### config.mk
export PLATFORM = sky130hd
export DESIGN_NAME = fd_queue
export DESIGN_NICKNAME = d
export VERILOG_FILES = /design/src/rtl/fd_queue.sv
export SDC_FILE = /design/constraint.sdc
export NUM_CORES = 1
export LEC_CHECK = 0
export CAP_MARGIN = 20
export CELL_PAD_IN_SITES_DETAIL_PLACEMENT = 1
export CELL_PAD_IN_SITES_GLOBAL_PLACEMENT = 2
export CORE_MARGIN = 1
export CORE_UTILIZATION = 42
export CTS_BUF_LIST = sky130_fd_sc_hd__clkbuf_4 sky130_fd_sc_hd__clkbuf_8 sky130_fd_sc_hd__clkbuf_16
export CTS_CLUSTER_DIAMETER = 120
export DETAILED_ROUTE_END_ITERATION = 6
export PLACE_DENSITY = 0.81
export SLEW_MARGIN = 15
export SYNTH_ARGS = -nofsm -noshare
export SYNTH_HDL_FRONTEND = slang
export SYNTH_SLANG_ARGS = --single-unit
export TNS_END_PERCENT = 10
### constraint.sdc
create_clock -name clk -period 3.26 [get_ports clk]
set_input_delay 0.326 -clock clk [delete_from_list [all_inputs] [get_ports clk]]
set_output_delay 0.326 -clock clk [all_outputs]
set_load 0.05 [all_outputs]
### src/rtl/fd_queue.sv
// rtl/fd_queue.sv - parametrised fetch/decode pipeline buffer with flush squash
//
// Holds up to DEPTH {pc, instruction} pairs between the fetch and decode stages.
// Ports:
//   clk       in   rising-edge clock
//   rstd      in   asynchronous active-high reset
//   flush     in   FLUSH_W squash vector, any set bit empties the buffer
//   in_valid  in   fetch presents pc_in/ins_in
//   in_ready  out  buffer can accept an entry (registered state only)
//   pc_in     in   fetched pc
//   ins_in    in   fetched instruction
//   out_valid out  head entry valid
//   out_ready in   decode consumes the head
//   pc_out    out  head pc, 0 when empty
//   ins_out   out  head instruction, NOP when empty
//   count     out  number of valid entries
module fd_queue #(
    parameter int              PC_W    = 32,
    parameter int              INS_W   = 32,
    parameter int              DEPTH   = 4,
    parameter int              FLUSH_W = 3,
    parameter logic [INS_W-1:0] NOP    = 32'hdc000000
) (
    input  logic                   clk,
    input  logic                   rstd,
    input  logic [FLUSH_W-1:0]     flush,
    input  logic                   in_valid,
    output logic                   in_ready,
    input  logic [PC_W-1:0]        pc_in,
    input  logic [INS_W-1:0]       ins_in,
    output logic                   out_valid,
    input  logic                   out_ready,
    output logic [PC_W-1:0]        pc_out,
    output logic [INS_W-1:0]       ins_out,
    output logic [$clog2(DEPTH):0] count
);

    localparam int PTR_W = $clog2(DEPTH);
    localparam int CNT_W = PTR_W + 1;
    localparam logic [CNT_W-1:0] FULL_CNT = CNT_W'(DEPTH);

    logic [PC_W-1:0]  pc_mem  [DEPTH];
    logic [INS_W-1:0] ins_mem [DEPTH];

    logic [PTR_W-1:0] wr_ptr_q, wr_ptr_d;
    logic [PTR_W-1:0] rd_ptr_q, rd_ptr_d;
    logic [CNT_W-1:0] count_q, count_d;

    logic flush_any;
    logic push;
    logic pop;

    // Handshake flags come only from registered count, so no input reaches an output.
    assign in_ready  = (count_q != FULL_CNT);
    assign out_valid = (count_q != '0);

    assign flush_any = |flush;
    assign push      = in_valid & in_ready & ~flush_any;
    assign pop       = out_valid & out_ready & ~flush_any;

    always_comb begin
        wr_ptr_d = wr_ptr_q;
        rd_ptr_d = rd_ptr_q;
        count_d  = count_q;
        if (flush_any) begin
            wr_ptr_d = '0;
            rd_ptr_d = '0;
            count_d  = '0;
        end else begin
            // DEPTH is a power of two, so natural overflow wraps the pointers.
            if (push) begin
                wr_ptr_d = wr_ptr_q + PTR_W'(1);
            end
            if (pop) begin
                rd_ptr_d = rd_ptr_q + PTR_W'(1);
            end
            case ({push, pop})
                2'b10:   count_d = count_q + CNT_W'(1);
                2'b01:   count_d = count_q - CNT_W'(1);
                default: count_d = count_q;
            endcase
        end
    end

    always_ff @(posedge clk or posedge rstd) begin
        if (rstd) begin
            wr_ptr_q <= '0;
            rd_ptr_q <= '0;
            count_q  <= '0;
        end else begin
            wr_ptr_q <= wr_ptr_d;
            rd_ptr_q <= rd_ptr_d;
            count_q  <= count_d;
        end
    end

    // Storage is not reset; empty-state outputs are forced below instead.
    always_ff @(posedge clk) begin
        if (push) begin
            pc_mem[wr_ptr_q]  <= pc_in;
            ins_mem[wr_ptr_q] <= ins_in;
        end
    end

    assign pc_out  = out_valid ? pc_mem[rd_ptr_q]  : '0;
    assign ins_out = out_valid ? ins_mem[rd_ptr_q] : NOP;
    assign count   = count_q;

endmodule

==> impl_metrics.tcl, run 1 <==
set metrics [dict create \
    cp_slowest_cell "clkdlybuf4s50_1" \
    ios 140 \
    clock_sinks 263 \
    num_vias 5096 \
    antenna_found_initial 0 \
    seq_power_share 0.539 \
    grt_max_degree 61 \
    cts.clk_slew.worst_paths_ps 60 \
    rsz0062_at_grt "no" \
    cts_tree "built" \
    yosys_warnings 0 \
    grt_pass1_vias 5681 \
    critPathTopFamily "buffers and inverters" \
    skew_ps 8.07 \
    ant_nets 0 \
    gp_congestion 0.711 \
    synth_cell_types 32 \
    met3_usage 0.0328 \
    fin_nets 711 \
    dp_hpwl_mm 13.4 \
    diodes 0 \
    ys_ff_latch 263 \
    synth_top_family_by_area "multiplexers" \
    dieArea_um2 25000 \
    crit_type "flop to output port" \
    synth_xor_area_frac 0.00171 \
    numCtsBuffers 28 \
    cpPeakStageDelay_ps 850 \
    cts-root-buf "clkbuf_16" \
    wl_mm 21.3 \
    multi_input_area_um2 2190 \
    drive_gt1_frac 0.238 \
    power.clock.fraction 0.423 \
    regArea_um2 7870 \
    start_util 0.432 \
    period_share 0.927 \
    drc 0 \
    cp-start-kind "flop" \
    core_area_um2 23700 \
    internal-power_mw 5.57 \
    synthSimpleGateAreaFrac 0.0513 \
    num_rows 56 \
    switching_share 0.196 \
    grt_pass1_wl_mm 32.4 \
    dpl_cell_area_um2 12100 \
    finalSetupTns_ps 0 \
    nFillCells 2118 \
    top_usage_layer "met2" \
    p_leak_nw 4.86 \
    grt_use_met1 0.215 \
    clk_latency_ps 520 \
    cts_buffer_depth 3 \
    grt_overflow 0 \
    crit_arrival_ps 2700 \
    p_per_area_nw_per_um2 531 \
    cp.required_ps 2930 \
    period_needed_ps 3020 \
    synth_cells 473 \
    syn_area_um2 10200 \
    slew_violations 0 \
    die_w_um 158 \
    hold_viol 0 \
    first_pass_iters 4 \
    timing.fmax_mhz 331 \
    max-cap-violations 0 \
    io_buffers 139 \
    p_sw_mw 1.35 \
    setup_viol 0 \
    synth_nets 549 \
    first_iter_violations 238 \
    hold_buffers 0 \
    power_frac_comb 0.037 \
    hold_path.class "input port to asynchronous set/reset pin" \
    wl_per_cell_um 21.9 \
    cp.buffers_inverters 3 \
    max_slew.worst_pin.slew_ps 543 \
    die_h_um 158 \
    worstPathCellList "or2_1, nor2_4, inv_2, buf_12, clkdlybuf4s50_1" \
    viasPerCell 5.25 \
    avgSynthCellArea_um2 21.6 \
    area_delta_synth_final_pct 27.4 \
    grt_use_total 0.175 \
    yosysSeqAreaShare 0.769 \
    cts.htree.levels 1 \
    irDropWorstVdd_v 0.000369 \
    status "finished, final reports clean" \
    synth_compound_area_frac 0.0117 \
    critical_path_peak_fanout 60 \
    cts_setup_buffers 0 \
    grtUsageMet2 0.320 \
    slew_headroom 0.637 \
    synth_mux_area_frac 0.142 \
    final_area_um2 13000 \
    worst_setup_path_end_kind "output port" \
    synth-adder-area-share 0.00685 \
]
layer usage:
| layer | share of wire | routed length (µm) |
|---|---|---|
| met1 | 0.41 | 8670 |
| met4 | 0.018 | 384 |
| met2 | 0.52 | 11200 |
| met3 | 0.052 | 1100 |
| met5 | 0 | 0 |
state kept, by name, summed over array words and instances (netlist names):
name      count
wr_ptr_q      2
rd_ptr_q      2
pc_mem      128
ins_mem     128
count         3
timing repair:
| action | in CTS | in global routing |
|---|---|---|
| gates resized for setup | 0 | 42 |
| endpoints found under the hold margin | 0 | 0 |
| setup endpoints to repair | 0 | 42 |
power by group through the flow:
stage,clock (mW),sequential [mW],combinational (mW)
final,2.93,3.73,0.258
after global routing,3.12,3.73,0.275
after CTS,3.01,3.73,0.263
after detailed placement,0,3.80,0.262
after global placement,0,3.80,0.250
after floorplan,0,3.81,0.0955
synthesized netlist by cell type:
cell type	instances	share of area
edfxtp_1	256	0.75
mux4_2	64	0.14
and2_1	63	0.039
buf_2	11	0.0054
clkbuf_1	9	0.0033
inv_1	9	0.0033
dfrtp_1	7	0.017
nor2_1	6	0.0022
or2_1	6	0.0037
buf_6	5	0.0055
o21ai_0	5	0.0024
a21oi_1	4	0.0020
ha_1	4	0.0049
nand3_1	2	0.00098
nor3_1	2	0.00098
o2111ai_1	2	0.0017
o211ai_1	2	0.0015
xor2_1	2	0.0017
a311o_1	1	0.00098
a31oi_1	1	0.00061
and3b_1	1	0.00086
fa_1	1	0.0020
mux2_2	1	0.0011
nand2_1	1	0.00037
nand4_1	1	0.00061
nor2_4	1	0.0011
nor3b_1	1	0.00073
o211a_1	1	0.00098
o311ai_0	1	0.00086
o31ai_1	1	0.00073
or2_2	1	0.00061
or3_1	1	0.00061
layout by cell type (no fill, tap or decap), types with 5 or more instances in the layout:
cell type          n
buf_12             8
edfxtp_1         256
buf_4             31
clkbuf_16         29
dfrtp_1            5
and2_1            59
or2_1              6
inv_1              8
o21ai_0            5
mux4_2            64
nor2_1             6
clkinv_2           7
clkinv_1           5
dlymetal6s2s_1    42
clkdlybuf4s50_1   76
final cells by class:
cell class / instances / area share
multi-input combinational: 176 / 0.168
clock inverter: 14 / 0.00730
inverter: 9 / 0.00259
sequential: 263 / 0.604
timing repair buffer: 157 / 0.129
tap: 319 / 0.0306
clock buffer: 33 / 0.0580
final timing paths:
kind | start | to | slack, ps | cells after the start
min | rstd | count[2] | 40 | 2
max reg2reg | count[1] | count[2] | 750 | 7
max | count[0] | out_valid | 240 | 5
min in group clk | ins_in[14] | ins_mem[3][14] | 440 | 1
min reg2reg | wr_ptr_q[0] | wr_ptr_q[0] | 630 | 2
max in group asynchronous | rstd | rd_ptr_q[1] | 2950 | 2
cells by family after synthesis:
group / count (synthesis)
muxes: 65
AOI/OAI and AO/OA: 18
buffers and inverters: 34
xor gates and xnor gates: 2
DFF: 263
adders and majority gates: 5
and+or+nand+nor: 86
stage by stage:
step	util	instances	hold WS [ps]	power (mW)	worst slack, ps
floorplan	-	473	129	3.90	62.3
detailed placement	0.510	924	596	4.07	543
CTS	0.546	971	35.5	7.01	11.6
global placement	0.510	924	574	4.05	581
finish	0.550	971	45.0	6.92	237
global route	0.550	971	74.5	7.13	108
Note: power is estimated with default switching activity, not from simulation.
==> run 2: changes to the inputs <==
--- a/config.mk
+++ b/config.mk
@@ -8,6 +8,6 @@
 export CAP_MARGIN = 20
-export CELL_PAD_IN_SITES_DETAIL_PLACEMENT = 1
-export CELL_PAD_IN_SITES_GLOBAL_PLACEMENT = 2
+export CELL_PAD_IN_SITES_DETAIL_PLACEMENT = 0
+export CELL_PAD_IN_SITES_GLOBAL_PLACEMENT = 1
 export CORE_MARGIN = 1
-export CORE_UTILIZATION = 42
+export CORE_UTILIZATION = 47
 export CTS_BUF_LIST = sky130_fd_sc_hd__clkbuf_4 sky130_fd_sc_hd__clkbuf_8 sky130_fd_sc_hd__clkbuf_16
@@ -15,3 +15,3 @@
 export DETAILED_ROUTE_END_ITERATION = 6
-export PLACE_DENSITY = 0.81
+export PLACE_DENSITY = 0.8
 export SLEW_MARGIN = 15
==> constraint.sdc (replaced) <==
create_clock -name clk -period 3.26 [get_ports clk]
set_input_delay 0.489 -clock clk [delete_from_list [all_inputs] [get_ports clk]]
set_output_delay 0.489 -clock clk [all_outputs]
set_load 0.05 [all_outputs]
==> impl_metrics.tcl, run 2 (synthesis gave the netlist of run 1 again) <==
set metrics [dict create \
    period_needed_ps 3130 \
    cp-startpoint "rd_ptr_q[0]" \
    clock_sinks 263 \
    power.clock.fraction 0.408 \
    start_util 0.483 \
    num_vias 4989 \
    dieArea_um2 22400 \
    worstPathCellList "mux4_2, or2_1, clkdlybuf4s50_1" \
    cp.required_ps 2770 \
    critical_path_peak_fanout 14 \
    grt_pass1_wl_mm 30.4 \
    layout_commonest_cell "edfxtp_1" \
    max-cap-violations 0 \
    fin_nets 701 \
    dp_cells 873 \
    diodes 0 \
    finalSetupTns_ps 0 \
    cts.htree.levels 1 \
    viasPerCell 5.43 \
    irDropWorstVdd_v 0.000356 \
    rsz0062_at_grt "no" \
    p_per_area_nw_per_um2 532 \
    crit_type "flop to output port" \
    cts.clk_slew.worst_paths_ps 60 \
    reg2reg_slack_ps 870 \
    switching_share 0.188 \
    cts_setup_buffers 0 \
    num_rows 53 \
    p_total_mw 6.74 \
    area_delta_synth_final_pct 23.9 \
    final_cell_mix "edfxtp_1 (256), clkdlybuf4s50_1 (77), mux4_2 (64), buf_4 (64), and2_1 (59)" \
    slew_headroom 0.515 \
    power_frac_comb 0.038 \
    wl_mm 19.6 \
    cp_slowest_cell "clkdlybuf4s50_1" \
    p_leak_nw 4.18 \
    numCtsBuffers 25 \
    cts-root-buf "clkbuf_16" \
    drc 0 \
    internal-power_mw 5.47 \
    core_area_um2 21200 \
    drive_gt1_frac 0.295 \
    first_pass_iters 4 \
    antenna_found_initial 1 \
    wl_per_cell_um 21.4 \
    reg2reg_depth 7 \
    skew_ps 14.3 \
    dp_hpwl_mm 12.3 \
    grt_use_total 0.182 \
    max_slew.worst_pin.slew_ps 727 \
    worst_setup_path_end_kind "output port" \
    die_w_um 150 \
    cts_buffer_depth 3 \
    first_iter_violations 318 \
    ios 140 \
    seq_power_share 0.554 \
    grt_pass1_vias 5323 \
    worstReg2RegEnd "count[2]" \
    cp-start-kind "flop" \
    hold_viol 0 \
    whs_ps 222 \
    cpPeakStageDelay_ps 720 \
    hold_path.class "input port to asynchronous set/reset pin" \
    cts_tree "built" \
    period_share 0.959 \
    timing.fmax_mhz 320 \
    finalNonFillerCells 918 \
    crit_arrival_ps 2640 \
    grt_max_degree 61 \
    setup_viol 0 \
    status "finished, final reports clean" \
    io_buffers 139 \
    clk_latency_ps 510 \
    nFillCells 1518 \
    ant_nets 0 \
    slew_violations 0 \
    crit_path_end "ins_out[31]" \
    grt_overflow 0 \
    reg2reg_from "count[1]" \
    gp_congestion 0.720 \
    die_h_um 150 \
    p_sw_mw 1.27 \
]
-- run 2: changes by cell type in the layout (fill, tap and decap cells not counted), moves of 3 or more --
| cell | previous run | this run |
|---|---|---|
| clkinv_1 | 5 | 2 |
| buf_4 | 31 | 64 |
| clkbuf_4 | 4 | 10 |
| clkbuf_16 | 29 | 25 |
| dlymetal6s2s_1 | 42 | 0 |
-- run 2: layer usage --
layer | track usage | share of wire
met3 | 0.0384 | 0.082
met5 | 0 | 0
met4 | 0.0423 | 0.015
met1 | 0.261 | 0.43
met2 | 0.287 | 0.48
-- run 2: per-stage QoR --
| stage | utilization | worst slack, ps | instance area [µm²] |
|---|---|---|---|
| 3_5_place_dp | 0.561 | 408 | 11900 |
| 6_report | 0.599 | 132 | 12700 |
| 2_1_floorplan | - | 25.0 | 10200 |
| 3_3_place_gp | 0.561 | 483 | 11900 |
| 4_1_cts | 0.599 | 74.1 | 12700 |
| 5_1_grt | 0.599 | 7.35 | 12700 |
-- run 2: how the worst min path moves through the flow --
| stage | startpoint | end | slack, ps | depth (start not counted) |
|---|---|---|---|---|
| after floorplan | rstd | count[0] | 290 | 1 |
| after global placement | wr_ptr_q[0] | wr_ptr_q[0] | 580 | 2 |
| after detailed placement | wr_ptr_q[1] | wr_ptr_q[1] | 590 | 2 |
| after CTS | rstd | count[1] | 220 | 2 |
| after global routing | rstd | count[1] | 260 | 2 |
| final | rstd | count[1] | 220 | 2 |
-- run 2: power by group through the flow --
stage | sequential, mW | clock, mW | combinational, mW
after CTS | 3.73 | 2.80 | 0.259
after global placement | 3.80 | 0 | 0.250
after floorplan | 3.81 | 0 | 0.0955
final | 3.73 | 2.75 | 0.256
after detailed placement | 3.80 | 0 | 0.257
after global routing | 3.73 | 2.92 | 0.274
-- run 2: repair_timing --
item,in CTS,in global routing
endpoints found under the hold margin,0,0
hold buffers,0,0
endpoints found under the setup margin,0,59
resized for setup,0,2
-- run 2: critical path, delay by kind of cell (launching register included) --
kind,cells,cell delay [ps]
multiplexers,1,540
AND/OR/NAND/NOR,1,260
buffers and inverters,1,720
flip-flops,1,610
-- run 2: layout make-up --
class / instances / area [µm²] / area share
clock buffers: 37 / 728 / 0.0575
clock inverters: 8 / 62.6 / 0.00494
inverters: 9 / 36.3 / 0.00286
multi-input cells: 176 / 2190 / 0.173
flip-flops and latches: 263 / 7870 / 0.621
well taps: 275 / 344 / 0.0272
repair buffers: 150 / 1430 / 0.113
==> run 3: changes to the inputs <==
Settings changed: CORE_UTILIZATION 47 to 43, PLACE_DENSITY 0.8 to 0.77.
Clock period 3.26 ns to 2.8 ns, I/O delays scaled along.
==> impl_metrics.tcl, run 3 (synthesis gave the netlist of run 1 again) <==
set metrics [dict create \
    seq_power_share 0.546 \
    p_sw_mw 1.55 \
    grt_max_degree 61 \
    wl_per_cell_um 20.8 \
    drc 0 \
    crit_arrival_ps 2250 \
    slew_headroom 0.621 \
    critical_path_peak_fanout 23 \
    num_vias 5103 \
    max-cap-violations 0 \
    final_area_um2 13200 \
    core_area_um2 23400 \
    clk_latency_ps 530 \
    internal-power_mw 6.41 \
    cts.htree.levels 1 \
    cpPeakStageDelay_ps 580 \
    fin_nets 720 \
    numCtsBuffers 26 \
    power.clock.fraction 0.414 \
    skew_ps 23.7 \
    hold_viol 0 \
    dpl_cell_area_um2 12300 \
    first_iter_violations 276 \
    switching_share 0.194 \
    die_w_um 156 \
    layout_commonest_cell "edfxtp_1" \
    ant_nets 0 \
    rsz0062_at_grt "no" \
    wl_mm 20.4 \
    drive_gt1_frac 0.310 \
    irDropWorstVdd_v 0.000390 \
    setup_slack_ps 133 \
    crit_type "flop to output port" \
    slew_violations 0 \
    period_share 0.953 \
    setup_viol 0 \
    p_total_mw 7.96 \
    p_leak_nw 4.34 \
    dp_slack_ps 228 \
    cp-start-kind "flop" \
    first_pass_iters 5 \
    cts.clk_slew.worst_paths_ps 60 \
    die_h_um 156 \
    p_per_area_nw_per_um2 604 \
    cp_slowest_cell "mux4_2" \
    finalSetupTns_ps 0 \
    grt_pass1_wl_mm 30.8 \
    period_needed_ps 2670 \
    grt_use_total 0.168 \
    start_util 0.437 \
    viasPerCell 5.19 \
    cp.required_ps 2380 \
    hold_path.class "input port to asynchronous set/reset pin" \
    status "finished, final reports clean" \
    clock_sinks 263 \
    hold_buffers 0 \
    antenna_found_initial 0 \
    worst_setup_path_end_kind "output port" \
    area_delta_synth_final_pct 28.9 \
    whs_ps 129 \
    dp_hpwl_mm 13.1 \
    dieArea_um2 24400 \
    ios 140 \
    grt_overflow 0 \
    gp_congestion 0.744 \
    num_rows 56 \
    nFillCells 1770 \
    power_frac_comb 0.040 \
    grt_pass1_vias 5375 \
    max_slew.worst_pin.slew_ps 569 \
    cts-root-buf "clkbuf_16" \
    cts_tree "built" \
    io_buffers 139 \
    worstPathCellList "buf_12, mux4_2, and2_1, buf_6" \
    cts_buffer_depth 3 \
    diodes 0 \
    final_cell_mix "edfxtp_1 (256), clkdlybuf4s50_1 (73), mux4_2 (64)" \
    timing.fmax_mhz 375 \
]
==> run 3: routing by layer <==
layer | GRT usage | part of all wire | up-vias
li1 | - | - | 2254
met2 | 0.294 | 0.51 | 166
met3 | 0.0305 | 0.056 | 31
met4 | 0.0364 | 0.016 | 0
met5 | 0 | 0 | -
met1 | 0.220 | 0.42 | 2652
==> run 3: layout make-up <==
class	instances	area (µm²)	share of cell area
multi-input combinational	176	2190	0.166
clock buffer	30	681	0.0516
timing repair buffer	168	1860	0.141
sequential	263	7870	0.597
tap	319	399	0.0303
inverter	9	36.3	0.00275
clock inverter	18	141	0.0107
==> run 3: repair_timing <==
| action | CTS | global route |
|---|---|---|
| endpoints found under the hold margin | 0 | 0 |
| pin swaps | 0 | 0 |
| setup endpoints to repair | 60 | 40 |
| setup buffers | 0 | 7 |
| gates resized for setup | 5 | 0 |
==> run 3: final timing paths <==
check                       startpoint            to  slack (ps)  depth (start not counted)
min reg2reg                wr_ptr_q[0]   wr_ptr_q[0]         610                          2
max in group asynchronous         rstd   rd_ptr_q[0]        2440                          2
max                        rd_ptr_q[0]    ins_out[6]         130                          4
min in group clk              pc_in[9]  pc_mem[0][9]         530                          1
min                               rstd   rd_ptr_q[1]         130                          2
max reg2reg                   count[1]      count[2]         570                          7
==> run 3: power by group through the flow <==
| stage | Clock (mW) | Combinational (mW) | Sequential [mW] |
|---|---|---|---|
| global route | 3.51 | 0.340 | 4.34 |
| global placement | 0 | 0.311 | 4.43 |
| floorplan | 0 | 0.111 | 4.43 |
| finish | 3.30 | 0.320 | 4.35 |
| detailed placement | 0 | 0.321 | 4.43 |
| CTS | 3.35 | 0.323 | 4.35 |
==> run 3: critical path, delay by kind of cell, from the launching register on <==
kind,cells,cell delay (ps)
muxes,1,580
buffers and inverters,2,400
DFF,1,530
and+or+nand+nor,1,190
==> run 3: stage by stage <==
step / std cells / util
floorplan: 473 / -
global placement: 928 / 0.525
detailed placement: 928 / 0.525
CTS: 976 / 0.560
global route: 983 / 0.563
finish: 983 / 0.563
